$ cat src/rtl/alu_issue.sv
// RV32I integer-ALU issue stage: decodes OP/OP-IMM/LUI/AUIPC into ALU operands and presents
// them from a registered output stage backed by a one-entry skid buffer.
`ifndef CPU_WIDTH
`define CPU_WIDTH 32
`endif
`ifndef ALU_OP_WIDTH
`define ALU_OP_WIDTH 4
`define ALU_ADD  4'd0
`define ALU_SUB  4'd1
`define ALU_SLL  4'd2
`define ALU_SLT  4'd3
`define ALU_SLTU 4'd4
`define ALU_XOR  4'd5
`define ALU_SRL  4'd6
`define ALU_SRA  4'd7
`define ALU_OR   4'd8
`define ALU_AND  4'd9
`endif

module alu_issue (
  input  logic                     clk,
  input  logic                     rst_n,
  input  logic                     in_valid,
  output logic                     in_ready,
  input  logic [31:0]              in_inst,
  input  logic [`CPU_WIDTH-1:0]    in_pc,
  input  logic [`CPU_WIDTH-1:0]    in_rs1_data,
  input  logic [`CPU_WIDTH-1:0]    in_rs2_data,
  input  logic                     flush,
  output logic                     ex_valid,
  input  logic                     ex_ready,
  output logic [`ALU_OP_WIDTH-1:0] alu_op,
  output logic [`CPU_WIDTH-1:0]    alu_src1,
  output logic [`CPU_WIDTH-1:0]    alu_src2,
  output logic [4:0]               rd_idx,
  output logic                     rd_wen,
  output logic                     illegal
);

  localparam int unsigned XLEN = `CPU_WIDTH;
  localparam int unsigned OPW  = `ALU_OP_WIDTH;
  localparam int unsigned PW   = OPW + 2 * XLEN + 7;

  // Payload layout: {op, src1, src2, rd, wen, illegal}
  localparam logic [PW-1:0] RstPay = {`ALU_ADD, {(PW - OPW){1'b0}}};

  logic [6:0]      w_opcode;
  logic [2:0]      w_f3;
  logic [6:0]      w_f7;
  logic [4:0]      w_rd;
  logic [OPW-1:0]  w_op;
  logic [XLEN-1:0] w_src1;
  logic [XLEN-1:0] w_src2;
  logic            w_legal;
  logic [PW-1:0]   w_dec;
  logic            unused_rs1_field;

  assign w_opcode = in_inst[6:0];
  assign w_rd     = in_inst[11:7];
  assign w_f3     = in_inst[14:12];
  assign w_f7     = in_inst[31:25];
  assign unused_rs1_field = ^in_inst[19:15];

  always_comb begin
    w_op    = `ALU_ADD;
    w_src1  = '0;
    w_src2  = '0;
    w_legal = 1'b0;
    case (w_opcode)
      7'b0110011: begin
        w_src1  = in_rs1_data;
        w_src2  = in_rs2_data;
        w_legal = (w_f7 == 7'b0000000);
        case (w_f3)
          3'b000: begin
            w_op    = (w_f7 == 7'b0100000) ? `ALU_SUB : `ALU_ADD;
            w_legal = (w_f7 == 7'b0000000) || (w_f7 == 7'b0100000);
          end
          3'b001: w_op = `ALU_SLL;
          3'b010: w_op = `ALU_SLT;
          3'b011: w_op = `ALU_SLTU;
          3'b100: w_op = `ALU_XOR;
          3'b101: begin
            w_op    = (w_f7 == 7'b0100000) ? `ALU_SRA : `ALU_SRL;
            w_legal = (w_f7 == 7'b0000000) || (w_f7 == 7'b0100000);
          end
          3'b110: w_op = `ALU_OR;
          default: w_op = `ALU_AND;
        endcase
        if (w_f3 == 3'b001 || w_f3 == 3'b101) begin
          w_src2 = {{(XLEN - 5){1'b0}}, in_rs2_data[4:0]};
        end
      end
      7'b0010011: begin
        w_src1  = in_rs1_data;
        w_src2  = {{(XLEN - 12){in_inst[31]}}, in_inst[31:20]};
        w_legal = 1'b1;
        case (w_f3)
          3'b000: w_op = `ALU_ADD;
          3'b001: begin
            w_op    = `ALU_SLL;
            w_legal = (w_f7 == 7'b0000000);
          end
          3'b010: w_op = `ALU_SLT;
          3'b011: w_op = `ALU_SLTU;
          3'b100: w_op = `ALU_XOR;
          3'b101: begin
            w_op    = (w_f7 == 7'b0100000) ? `ALU_SRA : `ALU_SRL;
            w_legal = (w_f7 == 7'b0000000) || (w_f7 == 7'b0100000);
          end
          3'b110: w_op = `ALU_OR;
          default: w_op = `ALU_AND;
        endcase
        if (w_f3 == 3'b001 || w_f3 == 3'b101) begin
          w_src2 = {{(XLEN - 5){1'b0}}, in_inst[24:20]};
        end
      end
      7'b0110111: begin
        w_src2  = {in_inst[31:12], 12'b0};
        w_legal = 1'b1;
      end
      7'b0010111: begin
        w_src1  = in_pc;
        w_src2  = {in_inst[31:12], 12'b0};
        w_legal = 1'b1;
      end
      default: w_legal = 1'b0;
    endcase
    // Undecodable words still issue, but as a harmless ADD 0,0 with no writeback
    if (!w_legal) begin
      w_op   = `ALU_ADD;
      w_src1 = '0;
      w_src2 = '0;
    end
  end

  assign w_dec = {w_op, w_src1, w_src2, w_rd, w_legal && (w_rd != 5'd0), !w_legal};

  logic          r_out_v, r_skid_v;
  logic [PW-1:0] r_out, r_skid;
  logic          w_out_v_nxt, w_skid_v_nxt;
  logic [PW-1:0] w_out_nxt, w_skid_nxt;
  logic          w_accept, w_consume, w_out_free;

  assign w_accept   = in_valid && !r_skid_v;
  assign w_consume  = r_out_v && ex_ready;
  assign w_out_free = !r_out_v || w_consume;

  always_comb begin
    w_out_v_nxt  = r_out_v;
    w_skid_v_nxt = r_skid_v;
    w_out_nxt    = r_out;
    w_skid_nxt   = r_skid;
    if (flush) begin
      w_out_v_nxt  = 1'b0;
      w_skid_v_nxt = 1'b0;
    end else if (w_out_free) begin
      if (r_skid_v) begin
        w_out_nxt    = r_skid;
        w_out_v_nxt  = 1'b1;
        w_skid_v_nxt = 1'b0;
      end else begin
        w_out_v_nxt = w_accept;
        if (w_accept) w_out_nxt = w_dec;
      end
    end else if (w_accept) begin
      w_skid_nxt   = w_dec;
      w_skid_v_nxt = 1'b1;
    end
  end

  always_ff @(posedge clk or negedge rst_n) begin
    if (!rst_n) begin
      r_out_v  <= 1'b0;
      r_skid_v <= 1'b0;
      r_out    <= RstPay;
      r_skid   <= '0;
    end else begin
      r_out_v  <= w_out_v_nxt;
      r_skid_v <= w_skid_v_nxt;
      r_out    <= w_out_nxt;
      r_skid   <= w_skid_nxt;
    end
  end

  // in_ready comes straight from the skid flop, so ex_ready never reaches it combinationally
  assign in_ready = !r_skid_v;
  assign ex_valid = r_out_v;
  assign {alu_op, alu_src1, alu_src2, rd_idx, rd_wen, illegal} = r_out;

endmodule

$ cat config.mk
export PLATFORM = sky130hd
export DESIGN_NAME = alu_issue
export DESIGN_NICKNAME = d
export VERILOG_FILES = /design/src/rtl/alu_issue.sv
export SDC_FILE = /design/constraint.sdc
export NUM_CORES = 1
export LEC_CHECK = 0
export BUFFER_PORTS_ARGS = -buffer_cell sky130_fd_sc_hd__buf_2
export CORE_ASPECT_RATIO = 1.25
export CORE_UTILIZATION = 30
export DETAILED_ROUTE_END_ITERATION = 12
export SYNTH_ARGS = -nofsm -noshare
export SYNTH_HDL_FRONTEND = slang
export SYNTH_SLANG_ARGS = --single-unit
$ cat constraint.sdc
create_clock -name clk -period 2 [get_ports clk]
set_clock_uncertainty 0.1 [all_clocks]
set_input_delay 0.4 -clock clk [delete_from_list [all_inputs] [get_ports clk]]
set_output_delay 0.4 -clock clk [all_outputs]
set_load 0.1 [all_outputs]
## Word-level counts from Yosys, hierarchy flattened

Cells that the tools add are included.

- Bits in registers: 152
- Input bits: 133
- Output and inout bits: 77

- Mux-type cells: 23
- Equality and inequality tests: 11
- Bitwise operators: 2
- Reductions and logical operators: 20

Operator list:

| operator | count |
|---|---|
| two-way mux 75 bit | 2 |
| two-way mux 32 bit | 4 |
| one-hot mux 32 bit (3 select lines) | 1 |
| one-hot mux 32 bit (2 select lines) | 1 |
| one-hot mux 4 bit (7 select lines) | 2 |
| equality test 7 x 6 -> 1 bit, second input constant | 3 |
| equality test 7 x 5 -> 1 bit, second input constant | 2 |
| equality test 3 bit, second input constant | 3 |
| two-way mux 1 bit | 9 |
| one-hot mux 4 bit (2 select lines) | 1 |
| logical NOT 7 bit | 1 |
| equality test 3 x 2 -> 1 bit, second input constant | 2 |
| AND reduction 3 bit | 2 |
| OR reduction 2 bit | 3 |
| nonzero test 5 bit | 1 |
| two-way mux 4 bit | 1 |
| nonzero test 2 bit | 2 |
| equality test 3 x 1 -> 1 bit, second input constant | 1 |
| logical AND 1 bit | 3 |
| logical NOT 1 bit | 3 |
| logical NOT 3 bit | 1 |
| logical OR 1 bit | 3 |
| one-hot mux 1 bit (3 select lines) | 1 |
| nonzero test 3 bit | 1 |
| 2 further kinds | 3 |

## Logic depth before layout (Yosys ltp)

Gate-level depths: netlist of the first run.

- Depth after elaboration: 7
- Mapped depth: 9
- Mapped depth without buffers: 5

## Least setup slack after synthesis of the first run

No wires, ideal clock.

- Kind: flip-flop to flip-flop
- Start: register r_out_v, in the netlist ex_valid
- End: register r_skid[22]
- Required time: 1.779 ns
- Buffers on the path: 3
- Stages on the path, launching flop included: 7
- Setup time: 0.121 ns
- Arrival: 2.211 ns
- Slack: -0.432 ns
- Clock period less this slack: 2.432 ns
- Path through: dfrtp_1 nand2b_1 or3_1 clkbuf_1 clkbuf_1 clkbuf_1 a22o_1

- Word-level cells in the longest chain between the ends: 4
- Elaborated cells on any way between the ends: 5
- Those cells by class: bitwise: 1; reduce/logical: 4

Ends and longest elaborated chain:

| element | RTL line | text |
|---|---|---|
| from (decl) | 139 | `logic r_out_v, r_skid_v;` |
| from (signal assigned) | 179 | `r_out_v <= w_out_v_nxt;` |
| logical NOT 1 bit or logical AND 1 bit (tied branches) | 147, 146 |  |
| logical OR 1 bit * | 147 | `assign w_out_free = !r_out_v \|\| w_consume;` |
| NOT 1 bit (no source line) * | - |  |
| AND reduction 3 bit (no source line) * | - |  |
| to (signal assigned) | 182 | `r_skid <= w_skid_nxt;` |
| to (decl) | 140 | `logic [PW-1:0] r_out, r_skid;` |

Mark *: on every way between the ends. The rest lies on a longest branch, timed or not.
A chain may end at the register's enable or synchronous reset.

## Final worst setup path of the first run

- Start: register r_skid_v
- End: output port in_ready

- Word-level cells in the longest chain between the ends: 1

Ends and longest elaborated chain:

| element | RTL line | text |
|---|---|---|
| from (decl) | 139 |  |
| from (signal assigned) | 180 | `r_skid_v <= w_skid_v_nxt;` |
| logical NOT 1 bit | 187 | `assign in_ready = !r_skid_v;` |
| to (decl) | 24 | `output logic in_ready,` |

Every way passes these cells.

==> key figures, run 1 <==
Power
  – Clock Power Share: 0.337
  – Internal: 0.005576 W
  – Maximum vdd drop: 0.5946 mV
  – Sw Pwr: 0.003842 W
  – Switching portion of total power: 0.4080
  – Logic pwr share: 0.297
  – Pwr/cell area: 953.6 nW/um^2
  – Leak: 4.590 nW
  – Flop pwr share: 0.365

Status
  – Status: complete, no violations

Global route
  – Congestion Overflow GR: 0
  – First-pass GRT wire length: 37540 um
  – Total track usage: 0.1954
  – Antenna violations before repair: 2
  – Largest net degree at the start of global routing: 64
  – Vias in the first global route: 6686

CTS
  – Sinks on Clock Net: 152
  – Clk root buf: clkbuf_16
  – CTS tree: yes
  – Worst-Skew Late Latency: 0.42 ns
  – Clock-pin transition on the worst setup and hold timing paths: 0.07 ns
  – H-tree Lvls: 4
  – TritonCTS buffer count: 17
  – Max Root-Sink Buffers: 2

Routing
  – DR vias/cell: 5.097
  – Vias: 6855
  – Detailed Route WL: 23650 um
  – Routed Antenna Nets: 0
  – Remaining DRCs: 0
  – DR WL/cell: 17.58 um
  – Initial DRC count: 634
  – Pre-Repair DR Iteration Count: 4

Setup path
  – R2R Path End: r_skid[61]$_DFFE_PN0P_
  – Crit path max fanout: 31
  – Worst r2r path cells: 5
  – R2R Path Start: r_skid_v$_DFFE_PN0P_
  – CP required: 1.50 ns
  – Crit Path Class: flop to primary output
  – Crit path launch type: flop
  – Reg-to-reg slack, setup: 0.12 ns
  – Critical Path AT: 1.43 ns
  – Setup crit end kind: primary output

Logic synthesis
  – Synth Instances: 774
  – Sequential area share after synthesis: 0.5215
  – Top-count cell post-synth: dfrtp_1
  – Cell Area, Synth: 7293 sq um
  – Top-area cell type share of the netlist area: 0.5215
  – Number of flops mapped to enable cells by yosys: 0
  – Main synth FF type: dfrtp_1
  – Synthesized area per cell: 9.423 sq um
  – Post-synth ARST share: 1.000
  – Top post-synthesis cells by area: dfrtp_1 52%, a21oi_1 8.2%, a22o_1 7.0%, nor2_1 5.7%, a22oi_1 3.3%
  – Most frequent cells after synthesis: 152 x dfrtp_1, 119 x a21oi_1, 110 x nor2_1
  – Post-synth top area cell: dfrtp_1
  – Netlist cell types: 45
  – FF+latch count, synth: 152
  – Mapped Nets: 907
  – Ys Warns: 0

Floorplanning
  – Die width: 141.5 um
  – Initial core utilization: 0.3064
  – Row count: 63
  – Die Ht: 176.3 um
  – DIE AREA: 24940 sq um
  – I/O pin total: 210
  – Core ar.: 23810 sq um

Timing
  – Worst Max-Slew Pin Slew: 0.5466 ns
  – Hold Slack: 0.1351 ns
  – Final hold viol count: 0
  – Peak Freq: 0.5175 GHz
  – Tcrit/Tclk final: 0.9662
  – Relative slew slack: 0.6381
  – Shortest period the worst path allows: 1.932 ns
  – RSZ-0062 raised after global routing: no
  – # setup viols final: 0
  – Max-slew violations: 0

Place
  – PortBufs: 209
  – Placed Cells: 1311
  – Dpl hpwl: 16670 um
  – RePlAce Congestion: 0.8484
  – Post-Place Cell Area: 9264 sq um

Layout
  – Final Cell Area: 9876 sq um
  – Layout area overhead: 35.41%
  – Share of cells above drive strength 1: 0.3386
  – Non-Filler Instances: 1345
  – Nets@finish: 1139

Worst hold path
  – WHS Path Cells: 2
  – Min-Delay Path Class: input pin to flop
  – Hold Path Sink: r_skid[4]$_DFFE_PN0P_
  – Worst hold start: in_inst[9]

Job
  – Maxcap violations: 0
[what timing repair did]
action / CTS / global route
hold buffers: 1 / 0
setup buffers: 0 / 0
resized for setup: 4 / 1
setup endpoints to repair: 1 / 1
endpoints found under the hold margin: 92 / 0
[final cells by class]
class / count / area, sq um
Sequential cell: 152 / 3811
Timing Repair Buffer: 292 / 1872
Fill cell: 2423 / 13930
Tap cell: 325 / 406.6
Inverter: 4 / 18.77
Clock buffer: 17 / 425.4
Antenna cell: 1 / 2.502
Clock inverter: 15 / 155.1
Multi-Input combinational cell: 539 / 3184
[critical path, stage by stage, from the launching register on]
cell	delay, ns
dfrtp_4	0.51
buf_12	0.19
clkinvlp_4	0.08
buf_6	0.21
[layout by cell type (no fill, tap or decap), types with 4 or more instances in the layout]
master and n:
buf_2 207, dfrtp_1 150, a21oi_1 119, nor2_1 109, buf_4 67, a22o_1 58, nand2_1 48, o21ai_0 37
nand3_1 32, a22oi_1 32, a32oi_1 27, clkbuf_16 17, mux2i_1 16, buf_12 15, o31ai_1 9, o22ai_1 6
mux2_2 6, inv_6 5, inv_8 5, clkinvlp_4 4
[worst max-delay path by stage]
stage | from | to
after floorplan | ex_valid$_DFFE_PN0N_ | r_skid[61]$_DFFE_PN0P_
after global placement | in_inst[26] | r_out[72]$_DFFE_PN0P_
after detailed placement | in_inst[26] | r_out[72]$_DFFE_PN0P_
after CTS | r_skid_v$_DFFE_PN0P_ | in_ready
after global routing | r_skid_v$_DFFE_PN0P_ | in_ready
final | r_skid_v$_DFFE_PN0P_ | in_ready
[logic make-up after synthesis]
logic type,synth area share
AO/OA/AOI/OAI,0.2702
AND/OR/NAND/NOR,0.1280
flip-flops,0.5215
buffers and inverters,0.04786
multiplexers,0.03122
XOR/XNOR,0.001201
[metrics by stage]
step / setup WS [ns] / power, W / util / TNS [ns]
after detailed placement: -0.3063 / 0.006312 / 0.3892 / -27.17
after global placement: -0.3075 / 0.006286 / 0.3892 / -27.78
after global routing: 0.01629 / 0.009817 / 0.4149 / 0
after floorplan: -0.04022 / 0.005523 / - / -0.3690
final: 0.06762 / 0.009418 / 0.4149 / 0
after CTS: 0.007373 / 0.009524 / 0.4145 / 0
[flip-flops by register name, indices dropped and copies added, names as in the netlist]
register and cells:
r_skid_v 1, r_out 75, ex_valid 1, r_skid 75
[power by group through the flow]
stage | Sequential [W] | Combinational (W) | Clock, W
final | 0.00344 | 0.00280 | 0.00318
after global routing | 0.00347 | 0.00294 | 0.00341
after CTS | 0.00345 | 0.00282 | 0.00326
after detailed placement | 0.00350 | 0.00281 | 0
after global placement | 0.00350 | 0.00279 | 0
after floorplan | 0.00499 | 0.000531 | 0
[layer usage]
layer  part of all wire  global-route usage  vias up
met5            0.00034                   0        -
met4              0.018             0.06138        2
met3              0.043             0.03716       25
met2               0.49              0.3185      170
met1               0.45              0.2619     3362
li1                   -                   -     3296
Power figures use the tool's default switching activity.
==> inputs of run 2 (changes only) <==
RECOVER_POWER = 50   (was not set)
==> run 2 against run 1 <==
Against the previous run: first-iteration DRC count shrank 9.8%; largest power group unchanged; hold slack gained 0.0044 ns; final cell count is the same; combinational power is essentially flat; non-clock buffer count is the same; critical path type unchanged; clock power is essentially flat; die area is the same; register-to-register slack lost 0.02 ns; final area shrank 0.34%.
==> key figures, run 2 (synthesis gave the netlist of run 1 again) <==
Timing
  – Tcrit/Tclk final: 0.9648
  – Final hold viol count: 0
  – Peak Freq: 0.5182 GHz
  – Shortest period the worst path allows: 1.930 ns
  – RSZ-0062 raised after global routing: no
  – # setup viols final: 0
  – Fin Setup TNS: 0 ns
  – Relative slew slack: 0.4320
  – Max-slew violations: 0
  – Worst Max-Slew Pin Slew: 0.8519 ns
  – Final WS setup: 0.07043 ns

Place
  – Dpl hpwl: 16670 um
  – Pre-CTS setup slack: -0.3063 ns
  – RePlAce Congestion: 0.8484
  – PortBufs: 209
  – Post-Place Cell Area: 9264 sq um
  – Placed Cells: 1311

Power
  – Pwr/cell area: 955.7 nW/um^2
  – Leak: 4.565 nW
  – Tot Pwr: 0.009406 W
  – Maximum vdd drop: 0.5962 mV

Setup path
  – Slowest cell on crit path: dfrtp_4
  – Crit path launch type: flop
  – Buf/Inv on CP: 3
  – Slowest Stage Delay on Critical Path: 0.51 ns
  – CP top delay family: flip-flops
  – Setup crit end kind: primary output
  – Worst-path cell chain: buf_12 > clkinvlp_4 > buf_6
  – CP required: 1.50 ns
  – Worst r2r path cells: 5
  – Crit path depth: 3
  – Critical Path AT: 1.43 ns
  – Crit path max fanout: 31
  – Crit Path Class: flop to primary output

Routing
  – DR vias/cell: 5.107
  – Top sig layer: met5
  – Detailed Route WL: 23670 um
  – DR WL/cell: 17.60 um
  – Met1 wire length: 10660 um
  – Routed Antenna Nets: 0
  – Pre-Repair DR Iteration Count: 5
  – Remaining DRCs: 0
  – Met3 wire length: 1014 um
  – Vias: 6869
  – Initial DRC count: 572
  – DR WL met2: 11570 um

Layout
  – Share of cells above drive strength 1: 0.3337
  – Non-Filler Instances: 1345
  – Top flop regs: r_out x75, r_skid x75
  – Commonest cells after routing, fill and taps aside: 184 x buf_2, 150 x dfrtp_1, 119 x a21oi_1
  – Nets@finish: 1139
  – Final Cell Area: 9842 sq um
  – Layout area overhead: 34.95%
  – Fillcell total: 2432
  – Commonest non-fill, non-tap cell in the layout: buf_2

CTS
  – CTS tree: yes
  – Max Root-Sink Buffers: 2
  – TritonCTS buffer count: 17
  – Clk root buf: clkbuf_16
  – H-tree Lvls: 4
  – Worst-Skew Late Latency: 0.43 ns
  – Sinks on Clock Net: 152
  – Clock-pin transition on the worst setup and hold timing paths: 0.07 ns

Job
  – Maxcap violations: 0

Global route
  – First-pass GRT wire length: 37540 um
  – Largest net degree at the start of global routing: 64
  – Antenna violations before repair: 2
  – Congestion Overflow GR: 0
  – Total track usage: 0.1954
  – Vias in the first global route: 6686

Floorplanning
  – I/O pin total: 210
  – DIE AREA: 24940 sq um
  – Die Ht: 176.3 um
  – Die width: 141.5 um
  – Initial core utilization: 0.3064
  – Core ar.: 23810 sq um
  – Row count: 63

Status
  – Status: complete, no violations

Worst hold path
  – WHS Path Cells: 2
  – Min-Delay Path Class: input pin to flop
-- run 2: cell count changes in the layout (fill, tap and decap cells not counted) --
cell / previous run / this run
buf_2: 207 / 184
clkbuf_2: 0 / 22
clkbuf_1: 0 / 4
buf_4: 67 / 65
buf_12: 15 / 14
buf_6: 2 / 1
clkbuf_4: 0 / 1
or3_1: 0 / 1
or3_4: 1 / 0
-- run 2: stage by stage --
stage,hold slack [ns],util
floorplan,0.004409,-
global placement,0.1268,0.3892
detailed placement,0.1285,0.3892
CTS,0.1154,0.4145
global route,0.1157,0.4134
finish,0.1396,0.4134
-- run 2: cell type report --
cell class                      instances  area (sq um)  share of cell area
Sequential cell                       152          3811              0.3872
Multi-Input combinational cell        539          3179              0.3230
Timing Repair Buffer                  292          1843              0.1873
Clock buffer                           17         425.4             0.04322
Tap cell                              325         406.6             0.04132
Clock inverter                         15         155.1             0.01576
Inverter                                4         18.77            0.001907
Antenna cell                            1         2.502           0.0002543
-- run 2: routing by layer --
metal,up-vias,global-route usage
met3,25,0.03716
li1,3299,-
met5,-,0
met4,2,0.06138
met2,171,0.3185
met1,3372,0.2619
-- run 2: path summary, 6_finish.rpt --
path | start | end | slack (ns)
setup / recovery | r_skid_v$_DFFE_PN0P_ | in_ready | 0.07
hold / removal | in_inst[9] | r_skid[4]$_DFFE_PN0P_ | 0.14
setup reg to reg | r_skid_v$_DFFE_PN0P_ | r_skid[61]$_DFFE_PN0P_ | 0.10
hold reg to reg | r_skid[8]$_DFFE_PN0P_ | r_skid[8]$_DFFE_PN0P_ | 0.38
max in group asynchronous | rst_n | r_skid[69]$_DFFE_PN0P_ | 0.28
min in group asynchronous | rst_n | r_out[17]$_DFFE_PN0P_ | 0.49
-- run 2: worst reg2reg max path: cells and delay by family (launching register included) --
kind | cells | cell delay, ns
AND/OR/NAND/NOR | 3 | 0.85
AO/OA/AOI/OAI | 1 | 0.18
buffers and inverters | 1 | 0.20
flip-flops | 1 | 0.51
-- run 2: repair_timing --
action / in CTS / in global routing
endpoints found under the setup margin: 1 / 1
endpoints found under the hold margin: 92 / 0
buffers inserted: 0 / 0
resized for setup: 4 / 1
hold buffers: 1 / 0
-- run 2: where the power goes --
| part | leakage [nW] | switching (W) | internal (W) |
|---|---|---|---|
| registers | 1.97 | 0.000133 | 0.00331 |
| clock network | 0.277 | 0.00151 | 0.00167 |
| logic | 2.32 | 0.00220 | 0.000585 |
| total | 4.57 | 0.00384 | 0.00557 |
